## config.mk

```make
export PLATFORM = sky130hd
export DESIGN_NAME = async_fifo
export DESIGN_NICKNAME = d
export VERILOG_FILES = /design/src/rtl/async_fifo.sv
export SDC_FILE = /design/constraint.sdc
export NUM_CORES = 1
export LEC_CHECK = 0
export ABC_AREA = 1
export CAP_MARGIN = 20
export CORE_MARGIN = 4
export CORE_UTILIZATION = 50
export CTS_BUF_LIST = sky130_fd_sc_hd__clkbuf_16
export DETAILED_ROUTE_END_ITERATION = 8
export PLACE_DENSITY = 0.67
export SLEW_MARGIN = 20
export SYNTH_ARGS = -nofsm -noshare
export SYNTH_HDL_FRONTEND = slang
export SYNTH_SLANG_ARGS = --single-unit
export TNS_END_PERCENT = 100
```

## constraint.sdc

```tcl
create_clock -name clk_wr -period 2.1 [get_ports clk_wr]
set_clock_uncertainty 0.15 [all_clocks]
set_input_delay 0.63 -clock clk_wr [delete_from_list [all_inputs] [get_ports clk_wr]]
set_output_delay 0.63 -clock clk_wr [all_outputs]
set_load 0.005 [all_outputs]
```

## src/rtl/async_fifo.sv

```systemverilog
// Gray-pointer FIFO with two-flop pointer synchronizers, clocked from a single clock.
// The flags are pessimistic, so a later split-clock build can reuse this structure unchanged.
module async_fifo #(
  parameter int DATA_WIDTH = 8,
  parameter int ADDR_WIDTH = 4
) (
  input  logic                  clk_wr,
  input  logic                  wrst,
  input  logic [DATA_WIDTH-1:0] wr_data,
  input  logic                  wr_en,
  input  logic                  rd_en,
  output logic [DATA_WIDTH-1:0] rd_data,
  output logic                  full,
  output logic                  empty
);

  localparam int DEPTH = 1 << ADDR_WIDTH;
  localparam int PW    = ADDR_WIDTH + 1;

  logic [DATA_WIDTH-1:0] mem [DEPTH];

  logic [PW-1:0] wbin, wgray, wbin_next, wgray_next;
  logic [PW-1:0] rbin, rgray, rbin_next, rgray_next;
  logic [PW-1:0] wq1_rptr, wq2_rptr;
  logic [PW-1:0] rq1_wptr, rq2_wptr;
  logic          wr_accept, rd_accept;

  assign wr_accept  = wr_en & ~full;
  assign rd_accept  = rd_en & ~empty;

  assign wbin_next  = wbin + PW'(wr_accept);
  assign wgray_next = (wbin_next >> 1) ^ wbin_next;
  assign rbin_next  = rbin + PW'(rd_accept);
  assign rgray_next = (rbin_next >> 1) ^ rbin_next;

  // Storage is never reset; its contents only matter once the pointers mark a word as valid.
  always_ff @(posedge clk_wr) begin
    if (wr_accept) begin
      mem[wbin[ADDR_WIDTH-1:0]] <= wr_data;
    end
  end

  // Write side: the FIFO is full when the write pointer has lapped the synchronized read pointer.
  always_ff @(posedge clk_wr or posedge wrst) begin
    if (wrst) begin
      wbin     <= '0;
      wgray    <= '0;
      wq1_rptr <= '0;
      wq2_rptr <= '0;
      full     <= 1'b0;
    end else begin
      wbin     <= wbin_next;
      wgray    <= wgray_next;
      wq1_rptr <= rgray;
      wq2_rptr <= wq1_rptr;
      full     <= (wgray_next == {~wq2_rptr[PW-1:PW-2], wq2_rptr[PW-3:0]});
    end
  end

  // Read side: the FIFO is empty when the next read pointer meets the synchronized write pointer.
  always_ff @(posedge clk_wr or posedge wrst) begin
    if (wrst) begin
      rbin     <= '0;
      rgray    <= '0;
      rq1_wptr <= '0;
      rq2_wptr <= '0;
      empty    <= 1'b1;
      rd_data  <= '0;
    end else begin
      rbin     <= rbin_next;
      rgray    <= rgray_next;
      rq1_wptr <= wgray;
      rq2_wptr <= rq1_wptr;
      empty    <= (rgray_next == rq2_wptr);
      if (rd_accept) begin
        rd_data <= mem[rbin[ADDR_WIDTH-1:0]];
      end
    end
  end

endmodule

```

==> results.py, run 1 <==
metrics = {
    "status": {
        "status": "completed",
    },
    "synth": {
        "ys_ff_latch": 176,
        "postSynthCellCount": 612,
        "synth.net_count": 629,
        "ys_warn_count": 0,
        "synth_area_per_cell_um2": 11.58,
        "synth_area_mm2": 0.007089,
        "ys_seq_area_share_pct": 71.18,
        "ys_types": 24,
    },
    "finish": {
        "layoutNonFillerInstCount": 883,
        "fill_cells": 1085,
        "layout-drive-gt1-share_pct": 21.91,
        "n_antenna_cell": 0,
        "utilization_pct": 62.11,
        "areaGrowthSynthToFinish_pct": 21.60,
        "final_nets": 707,
    },
    "die": {
        "start_util_pct": 51.07,
        "fp.coreArea_mm2": 0.01388,
        "fp.dieW_um": 127.1,
        "io_pins": 22,
        "dieArea_mm2": 0.01615,
        "fp.dieH_um": 127.1,
        "row_count": 43,
    },
    "timing": {
        "setup_violations": 0,
        "final_hold_viol_count": 0,
        "worst_slew_pin_slew_ns": 0.5052,
        "slew_headroom_pct": 66.32,
        "maxSlewViolCount": 0,
        "period_share_pct": 99.44,
        "max_freq_mhz": 478.9,
        "period_minus_slack_ns": 2.088,
    },
    "placed_design": {
        "gp_congestion": 0.8117,
        "dp_hpwl_mm": 9.660,
        "portBuffers": 21,
        "place_inst": 839,
    },
    "global_route": {
        "grt_start_max_net_pins": 39,
        "grt_antenna_before_repair": 0,
        "grt_pass1_vias": 4544,
        "grt_use_total_pct": 19.71,
        "grt_overflow": 0,
        "grt_pass1_wl_mm": 24.07,
    },
    "critical_path": {
        "path_cells": "clkdlybuf4s50_1",
        "end_kind": "primary output",
        "cp_top_family": "buffers and inverters",
        "cp_num_buf_inv": 1,
        "cp_slowest_cell": "clkdlybuf4s50_1",
        "arrival_ns": 1.31,
        "startpoint_type": "register",
        "critical_path_class": "reg -> out",
        "cp_max_fo": 2,
        "max_stage_delay_ns": 0.52,
        "required_ns": 1.32,
    },
    "cts": {
        "clk_root_buffer_cell": "clkbuf_16",
        "cts_tree": "done",
        "holdBufCountCts": 0,
        "insertion_delay_ns": 0.42,
        "clk_pin_slew_ns": 0.06,
        "cts.path.max_buffers": 2,
        "cts.sinks": 176,
        "htreeDepth": 4,
        "numCtsBuffers": 17,
    },
    "pwr": {
        "ir_worst_vdd_uv": 864.1,
        "comb_power_share_pct": 37.2,
        "cellInternalPower_uw": 8026,
        "p_clk_share_pct": 23.8,
        "switchingPower_uw": 4534,
        "p_sw_share_pct": 36.10,
        "power_density_mw_per_mm2": 1457,
        "p_seq_share_pct": 39.0,
        "power_leakage_uw": 0.003589,
    },
    "routing": {
        "drt_iter0_markers": 504,
        "wirelength_mm": 15.19,
        "routed_via_density": 5.217,
        "post_drt_wl_per_cell_um": 17.20,
        "antenna_left": 0,
        "vias": 4607,
        "remaining_drc_errors": 0,
        "dr.pass1.iters": 5,
    },
    "run": {
        "drv_cap": 0,
    },
    "hold_path": {
        "min_path_type": "reg -> reg",
    },
}
flip-flops by register name, indices dropped and copies added (netlist names), 5 cells and up:
register	flops
mem	128
rd_data	8
wbin	5
wq2_rptr	5
rq2_wptr	5
rq1_wptr	5
rbin	5
wq1_rptr	5
logic make-up (layout without fill, tap and decap cells):
| logic type | count (synthesis) | after routing | synth area share, % |
|---|---|---|---|
| adder cells (fa/ha/maj) | 5 | 5 | 0.8825 |
| AO/OA/AOI/OAI | 40 | 40 | 3.389 |
| flip-flops | 176 | 176 | 71.18 |
| AND/OR/NAND/NOR | 341 | 341 | 20.77 |
| buffers and inverters | 50 | 141 | 3.777 |
path summary, 6_finish.rpt:
path	from	end	slack, ns	depth (start not counted)
worst max-delay path	rd_data[5]	rd_data[5]	0.01	1
worst min register to register	wgray[1]	rq1_wptr[1]	0.20	0
max in group asynchronous	wrst	wq1_rptr[0]	1.02	3
worst max register to register	empty	empty	0.14	12
worst min-delay path	wgray[1]	rq1_wptr[1]	0.20	0
min in group asynchronous	wrst	rbin[0]	0.31	2
routing by layer:
metal | vias to the layer above | GRT usage [%] | part of all wire (%)
li1 | 2244 | - | -
met1 | 2233 | 26.32 | 43
met2 | 108 | 32.63 | 51
met3 | 22 | 3.972 | 4.2
met4 | 0 | 6.625 | 1.7
met5 | - | 0 | 0
through the flow:
stage	area [um^2]	power, uW	setup WS (ns)	hold WS (ns)	TNS, ns
5_1_grt	8621	13370	-0.03496	0.2018	-0.03652
6_report	8621	12560	0.01167	0.1976	0
3_3_place_gp	7771	8953	-0.3831	0.1822	-31.23
3_5_place_dp	7771	9050	-0.4751	0.1847	-35.07
4_1_cts	8384	12150	-0.009156	0.1999	-0.009156
2_1_floorplan	7107	7514	0.01126	0.1812	0
synth_stat cells:
cell        n  area, um^2
inv_2       4       15.01
buf_4       7       52.55
nor2_2      2       12.51
ha_1        5       62.56
inv_1      23       86.33
a21oi_1    24       120.1
edfxtp_1  128        3844
nand2_1   220       825.8
dfrtp_1    47        1176
nand3_4     1       17.52
a21boi_0    8       60.06
nand2_4     1       11.26
nand3b_1   13       97.59
nand3_1    74       370.4
dfstp_2     1       26.28
buf_2       9       45.04
clkbuf_1    1       3.750
buf_6       5       56.30
nand4_1     3       18.77
nor2_4      1       11.26
inv_6       1       8.760
o211ai_1    8       60.06
nor2_1     22       82.58
nand2_2     4       25.02
final cells by class:
type / instances / area, um^2 / area share [%]
timing repair buffer: 81 / 710.7 / 8.244
clock buffer: 20 / 500.5 / 5.806
clock inverter: 12 / 73.82 / 0.8563
sequential: 176 / 5047 / 58.55
tap: 180 / 225.2 / 2.612
inverter: 28 / 112.6 / 1.306
multi-input combinational: 386 / 1951 / 22.63
what timing repair did:
item,CTS,global route
buffers inserted,3,9
pin swaps,3,25
endpoints found under the setup margin,4,14
gates resized for setup,6,57
power groups by stage:
stage / clock, uW / sequential [uW] / combinational [uW]
after floorplan: 0 / 4760 / 2750
after global placement: 0 / 4900 / 4050
after detailed placement: 0 / 4930 / 4120
after CTS: 3040 / 4870 / 4240
after global routing: 3200 / 4970 / 5200
final: 2990 / 4900 / 4670
cells in the final DEF (no fill, tap or decap), drive strengths merged:
cell           netlist  routed
inv                 28      35
dlygate4sd2          0       1
dlymetal6s2s         0       9
ha                   5       5
edfxtp             128     128
nand4                3       3
buf                 21      60
dfrtp               47      47
a21oi               24      24
clkbuf               1      20
nor2                25      25
a21boi               8       8
clkdlybuf4s50        0      11
dfstp                1       1
nand3b              13      13
nand2              225     225
nand3               75      75
o211ai               8       8
clkinv               0       5
(Power assumes the default switching activity.)
==> inputs of run 2 (changes only) <==
--- a/config.mk
+++ b/config.mk
@@ -11,6 +11,7 @@
 export CORE_UTILIZATION = 50
 export CTS_BUF_LIST = sky130_fd_sc_hd__clkbuf_16
 export DETAILED_ROUTE_END_ITERATION = 8
+export GPL_TIMING_DRIVEN = 0
 export PLACE_DENSITY = 0.67
 export SLEW_MARGIN = 20
 export SYNTH_ARGS = -nofsm -noshare
==> run 2 against run 1 <==
Worst hold slack got worse by 0.0029 ns. Cell area decreased by 2.7%. Global-route usage increased by 0.85 points. Die area unchanged. Count of clock-buffer cells in the layout decreased by 2. First-iteration DRC count decreased by 2.2%. Sequential share of layout area increased by 1.6 points. Sequential power decreased by 2%. Largest cell class unchanged. Largest power group unchanged.
==> results.py, run 2 (synthesis gave the netlist of run 1 again) <==
metrics = {
    "critical_path": {
        "cp_slowest_cell": "clkdlybuf4s50_1",
        "startpoint_type": "register",
        "cp_num_cells": 1,
        "arrival_ns": 1.28,
        "critical_path_class": "reg -> out",
        "cp_num_buf_inv": 1,
        "end_kind": "primary output",
        "cp_max_fo": 2,
        "path_cells": "clkdlybuf4s50_1",
        "reg2reg_depth": 12,
        "max_stage_delay_ns": 0.50,
        "required_ns": 1.32,
        "cp_top_family": "buffers and inverters",
    },
    "die": {
        "fp.dieH_um": 127.1,
        "io_pins": 22,
        "start_util_pct": 51.07,
        "fp.coreArea_mm2": 0.01388,
        "dieArea_mm2": 0.01615,
        "fp.dieW_um": 127.1,
        "row_count": 43,
    },
    "status": {
        "status": "completed",
    },
    "cts": {
        "cts.sinks": 176,
        "clk_pin_slew_ns": 0.07,
        "htreeDepth": 4,
        "insertion_delay_ns": 0.43,
        "numCtsBuffers": 17,
        "holdBufCountCts": 0,
        "clk_root_buffer_cell": "clkbuf_16",
        "cts.path.max_buffers": 2,
        "cts_tree": "done",
    },
    "finish": {
        "areaGrowthSynthToFinish_pct": 18.36,
        "largest_reg_flops": 128,
        "layout-drive-gt1-share_pct": 19.03,
        "layoutNonFillerInstCount": 858,
        "n_antenna_cell": 0,
        "final_common_cell": "nand2_1",
        "final_nets": 682,
        "layout_common_cells": "nand2_1, edfxtp_1, nand3_1, dfrtp_1, a21oi_1",
        "fin_area_mm2": 0.008391,
        "utilization_pct": 60.45,
    },
    "global_route": {
        "grt_overflow": 0,
        "grt_use_total_pct": 20.55,
        "grt_pass1_vias": 4536,
        "grt_pass1_wl_mm": 24.45,
        "grt_start_max_net_pins": 37,
        "grt_antenna_before_repair": 0,
    },
    "timing": {
        "period_share_pct": 97.87,
        "setup_violations": 0,
        "max_freq_mhz": 486.5,
        "slew_headroom_pct": 48.57,
        "worst_slew_pin_slew_ns": 0.7691,
        "worst_hold_slack_ns": 0.1948,
        "maxSlewViolCount": 0,
        "rsz0062_at_grt": "true",
        "final_hold_viol_count": 0,
        "period_minus_slack_ns": 2.055,
    },
    "placed_design": {
        "portBuffers": 21,
        "place_inst": 814,
        "dp_hpwl_mm": 10.65,
        "placed_cell_area_mm2": 0.007562,
        "gp_congestion": 0.9131,
    },
    "routing": {
        "drt_iter0_markers": 493,
        "vias": 4658,
        "routed_via_density": 5.429,
        "post_drt_wl_per_cell_um": 18.49,
        "remaining_drc_errors": 0,
        "antenna_left": 0,
        "dr.pass1.iters": 5,
        "wirelength_mm": 15.87,
    },
    "run": {
        "drv_cap": 0,
    },
    "pwr": {
        "total_power_uw": 12400,
        "ir_worst_vdd_uv": 797.9,
        "power_leakage_uw": 0.003401,
        "power_density_mw_per_mm2": 1478,
    },
    "hold_path": {
        "min_path_cells": 0,
        "min_path_type": "reg -> reg",
    },
}
## run 2: changes by cell type in the layout (fill, tap and decap cells not counted), sizes merged
cell	before	now
clkinv	5	3
inv	35	39
dlygate4sd2	1	3
clkbuf	20	19
dlymetal6s2s	9	6
clkdlybuf4s50	11	12
buf	60	34
## run 2: final cells by class
class                           instances  area (um^2)
Timing Repair Buffer                   34        335.3
Fill cell                            1044         5490
Sequential cell                       176         5046
Clock buffer                           18        450.4
Clock inverter                         14        100.1
Inverter                               28        110.1
Buffer                                 22        157.7
Multi-Input combinational cell        386         1966
Tap cell                              180        225.2
## run 2: where the power goes
part | internal, uW | switching, uW
Clock | 1600 | 1320
Combinational | 1700 | 3000
Sequential | 4460 | 319
## run 2: final timing paths
kind,start,endpoint,slack (ns)
setup / recovery,rd_data[2],rd_data[2],0.04
hold / removal,rq1_wptr[4],rq2_wptr[4],0.19
setup reg to reg,empty,empty,0.13
hold reg to reg,rq1_wptr[4],rq2_wptr[4],0.19
max in group asynchronous,wrst,wbin[4],1.00
min in group asynchronous,wrst,rd_data[4],0.32
## run 2: what timing repair did
item / 4_1_cts / 5_1_grt
buffers inserted: 11 / 1
pin swaps: 14 / 6
gates cloned: 0 / 0
resized for setup: 50 / 16
setup endpoints to repair: 135 / 7
## run 2: layer usage
metal	global-route usage (%)	up-vias	part of all wire, %
met5	0	-	0
li1	-	2191	-
met4	8.517	0	2.7
met2	33.00	186	49
met1	27.17	2252	42
met3	4.849	29	7.1
## run 2: metrics by stage
stage                     setup slack (ns)  setup TNS, ns
after floorplan                    0.01126              0
after global placement             -0.7928        -130.33
after detailed placement           -0.8935        -106.36
after CTS                         0.004873              0
after global routing              -0.04900       -0.04900
final                              0.04470              0
==> inputs of run 3 (changes only) <==
--- a/config.mk
+++ b/config.mk
@@ -6,11 +6,11 @@
 export NUM_CORES = 1
 export LEC_CHECK = 0
 export ABC_AREA = 1
-export CAP_MARGIN = 20
 export CORE_MARGIN = 4
 export CORE_UTILIZATION = 50
 export CTS_BUF_LIST = sky130_fd_sc_hd__clkbuf_16
 export DETAILED_ROUTE_END_ITERATION = 8
+export GPL_ROUTABILITY_DRIVEN = 0
 export GPL_TIMING_DRIVEN = 0
 export PLACE_DENSITY = 0.67
 export SLEW_MARGIN = 20
==> run 3 against run 2 <==
The flow now finishes with violations (setup timing). Sequential share of layout area fell by 0.60 points. Combinational power fell by 2%. Clock power rose by 3%. First-iteration DRC count fell by 26%. Via count rose by 0.49%. Register-to-register slack barely moved. Critical path depth rose by 5.
==> results.py, run 3 (synthesis gave the netlist of run 1 again) <==
metrics = {
    "die": {
        "start_util_pct": 51.07,
        "fp.dieW_um": 127.1,
        "dieArea_mm2": 0.01615,
        "fp.coreArea_mm2": 0.01388,
        "io_pins": 22,
        "fp.dieH_um": 127.1,
        "row_count": 43,
    },
    "finish": {
        "multi_input_area_mm2": 0.001953,
        "fin_area_mm2": 0.008476,
        "layout_common_cells": "nand2_1, edfxtp_1, nand3_1, dfrtp_1, a21oi_1",
        "utilization_pct": 61.06,
        "n_antenna_cell": 0,
        "final_nets": 684,
        "fill_cells": 1077,
        "largest_reg_flops": 128,
        "final_common_cell": "nand2_1",
        "areaGrowthSynthToFinish_pct": 19.56,
        "layout-drive-gt1-share_pct": 17.65,
        "seq_area_mm2": 0.005046,
    },
    "routing": {
        "post_drt_wl_per_cell_um": 18.81,
        "wirelength_mm": 16.17,
        "dr.pass1.iters": 5,
        "drt_iter0_markers": 364,
        "routed_via_density": 5.443,
        "vias": 4681,
        "antenna_left": 0,
        "remaining_drc_errors": 0,
    },
    "critical_path": {
        "cp_slowest_cell": "clkdlybuf4s50_1",
        "required_ns": 2.04,
        "max_stage_delay_ns": 0.45,
        "ff2ff_setup_slack_ns": 0.13,
        "startpoint_type": "input port",
        "cp_max_fo": 8,
        "end_kind": "register",
        "crit_path_frequent_cell": "nor2_4",
        "arrival_ns": 2.15,
        "path_cells": "clkdlybuf4s50_1, inv_1, nor2_4, buf_12, nand3_1, nor2_4",
        "critical_path_class": "in -> reg",
    },
    "placed_design": {
        "placed_cell_area_mm2": 0.007562,
        "dp_hpwl_mm": 10.77,
        "portBuffers": 21,
    },
    "timing": {
        "slew_headroom_pct": 46.09,
        "setup_violations": 121,
        "fin_ws_ns": -0.1083,
        "rsz0062_at_grt": "true",
        "maxSlewViolCount": 0,
        "period_share_pct": 105.2,
        "max_freq_mhz": 452.8,
        "period_minus_slack_ns": 2.208,
        "worst_slew_pin_slew_ns": 0.8061,
        "final_hold_viol_count": 0,
    },
    "cts": {
        "cts_tree": "done",
        "holdBufCountCts": 0,
        "numCtsBuffers": 17,
        "cts.path.max_buffers": 2,
        "htreeDepth": 4,
        "clk_root_buffer_cell": "clkbuf_16",
        "insertion_delay_ns": 0.42,
        "cts.sinks": 176,
        "clk_pin_slew_ns": 0.07,
    },
    "run": {
        "drv_cap": 0,
    },
    "global_route": {
        "grt_overflow": 0,
        "grt_start_max_net_pins": 38,
        "grt_pass1_wl_mm": 25.00,
        "grt_use_total_pct": 20.73,
        "grt_antenna_before_repair": 0,
        "grt_pass1_vias": 4608,
    },
    "pwr": {
        "power_leakage_uw": 0.003439,
        "ir_worst_vdd_uv": 853.8,
        "power_density_mw_per_mm2": 1463,
    },
    "status": {
        "violations": "setup timing",
        "status": "finished, violations left",
    },
    "hold_path": {
        "min_path_type": "reg -> reg",
    },
}
run 3: path summary, 6_finish.rpt:
kind                                from          end  cells after the start
worst max-delay path               wr_en   mem[10][7]                      6
worst min-delay path            wgray[3]  rq1_wptr[3]                      0
worst max register to register     empty        empty                     12
worst min register to register  wgray[3]  rq1_wptr[3]                      0
max in group asynchronous           wrst     wgray[0]                      3
min in group asynchronous           wrst   rd_data[4]                      2
run 3: critical path: cells and delay by family:
kind / cells / cell delay (ns)
buf+inv: 3 / 0.63
simple gates: 3 / 0.89
run 3: layer usage:
metal	share of wire (%)	track usage (%)	routed length (um)	vias up
li1	-	-	-	2201
met1	42	28.12	6853	2309
met2	50	33.47	8020	145
met3	5.6	3.930	913	26
met4	2.4	8.139	386	0
met5	0	0	0	-
run 3: timing repair:
| item | in CTS | in global routing |
|---|---|---|
| pin swaps | 4 | 16 |
| setup endpoints to repair | 136 | 129 |
| buffers inserted | 4 | 10 |
| gates resized for setup | 29 | 30 |
run 3: power by group:
| group | internal, uW | total (uW) | switching, uW |
|---|---|---|---|
| clock | 1680 | 3000 | 1330 |
| combinational | 1630 | 4610 | 2970 |
| sequential | 4460 | 4790 | 326 |
| total | 7770 | 12400 | 4630 |
run 3: stage by stage:
step	total power (uW)	hold WS, ns	setup WS, ns	instances	TNS, ns
3_3_place_gp	8828	0.1823	-0.8144	813	-127.68
3_5_place_dp	8946	0.1847	-0.8812	814	-104.77
5_1_grt	13110	0.2053	-0.1475	860	-12.69
4_1_cts	12140	0.1971	-0.08876	850	-2.179
6_report	12400	0.1924	-0.1083	860	-6.199
2_1_floorplan	7514	0.1812	0.01126	612	0
run 3: area by class of cell:
class,count,area share (%)
sequential,176,59.54
timing repair buffer,36,4.857
inverter,28,1.299
multi-input combinational,386,23.04
tap,180,2.657
buffer,22,1.860
clock buffer,19,5.610
clock inverter,13,1.137
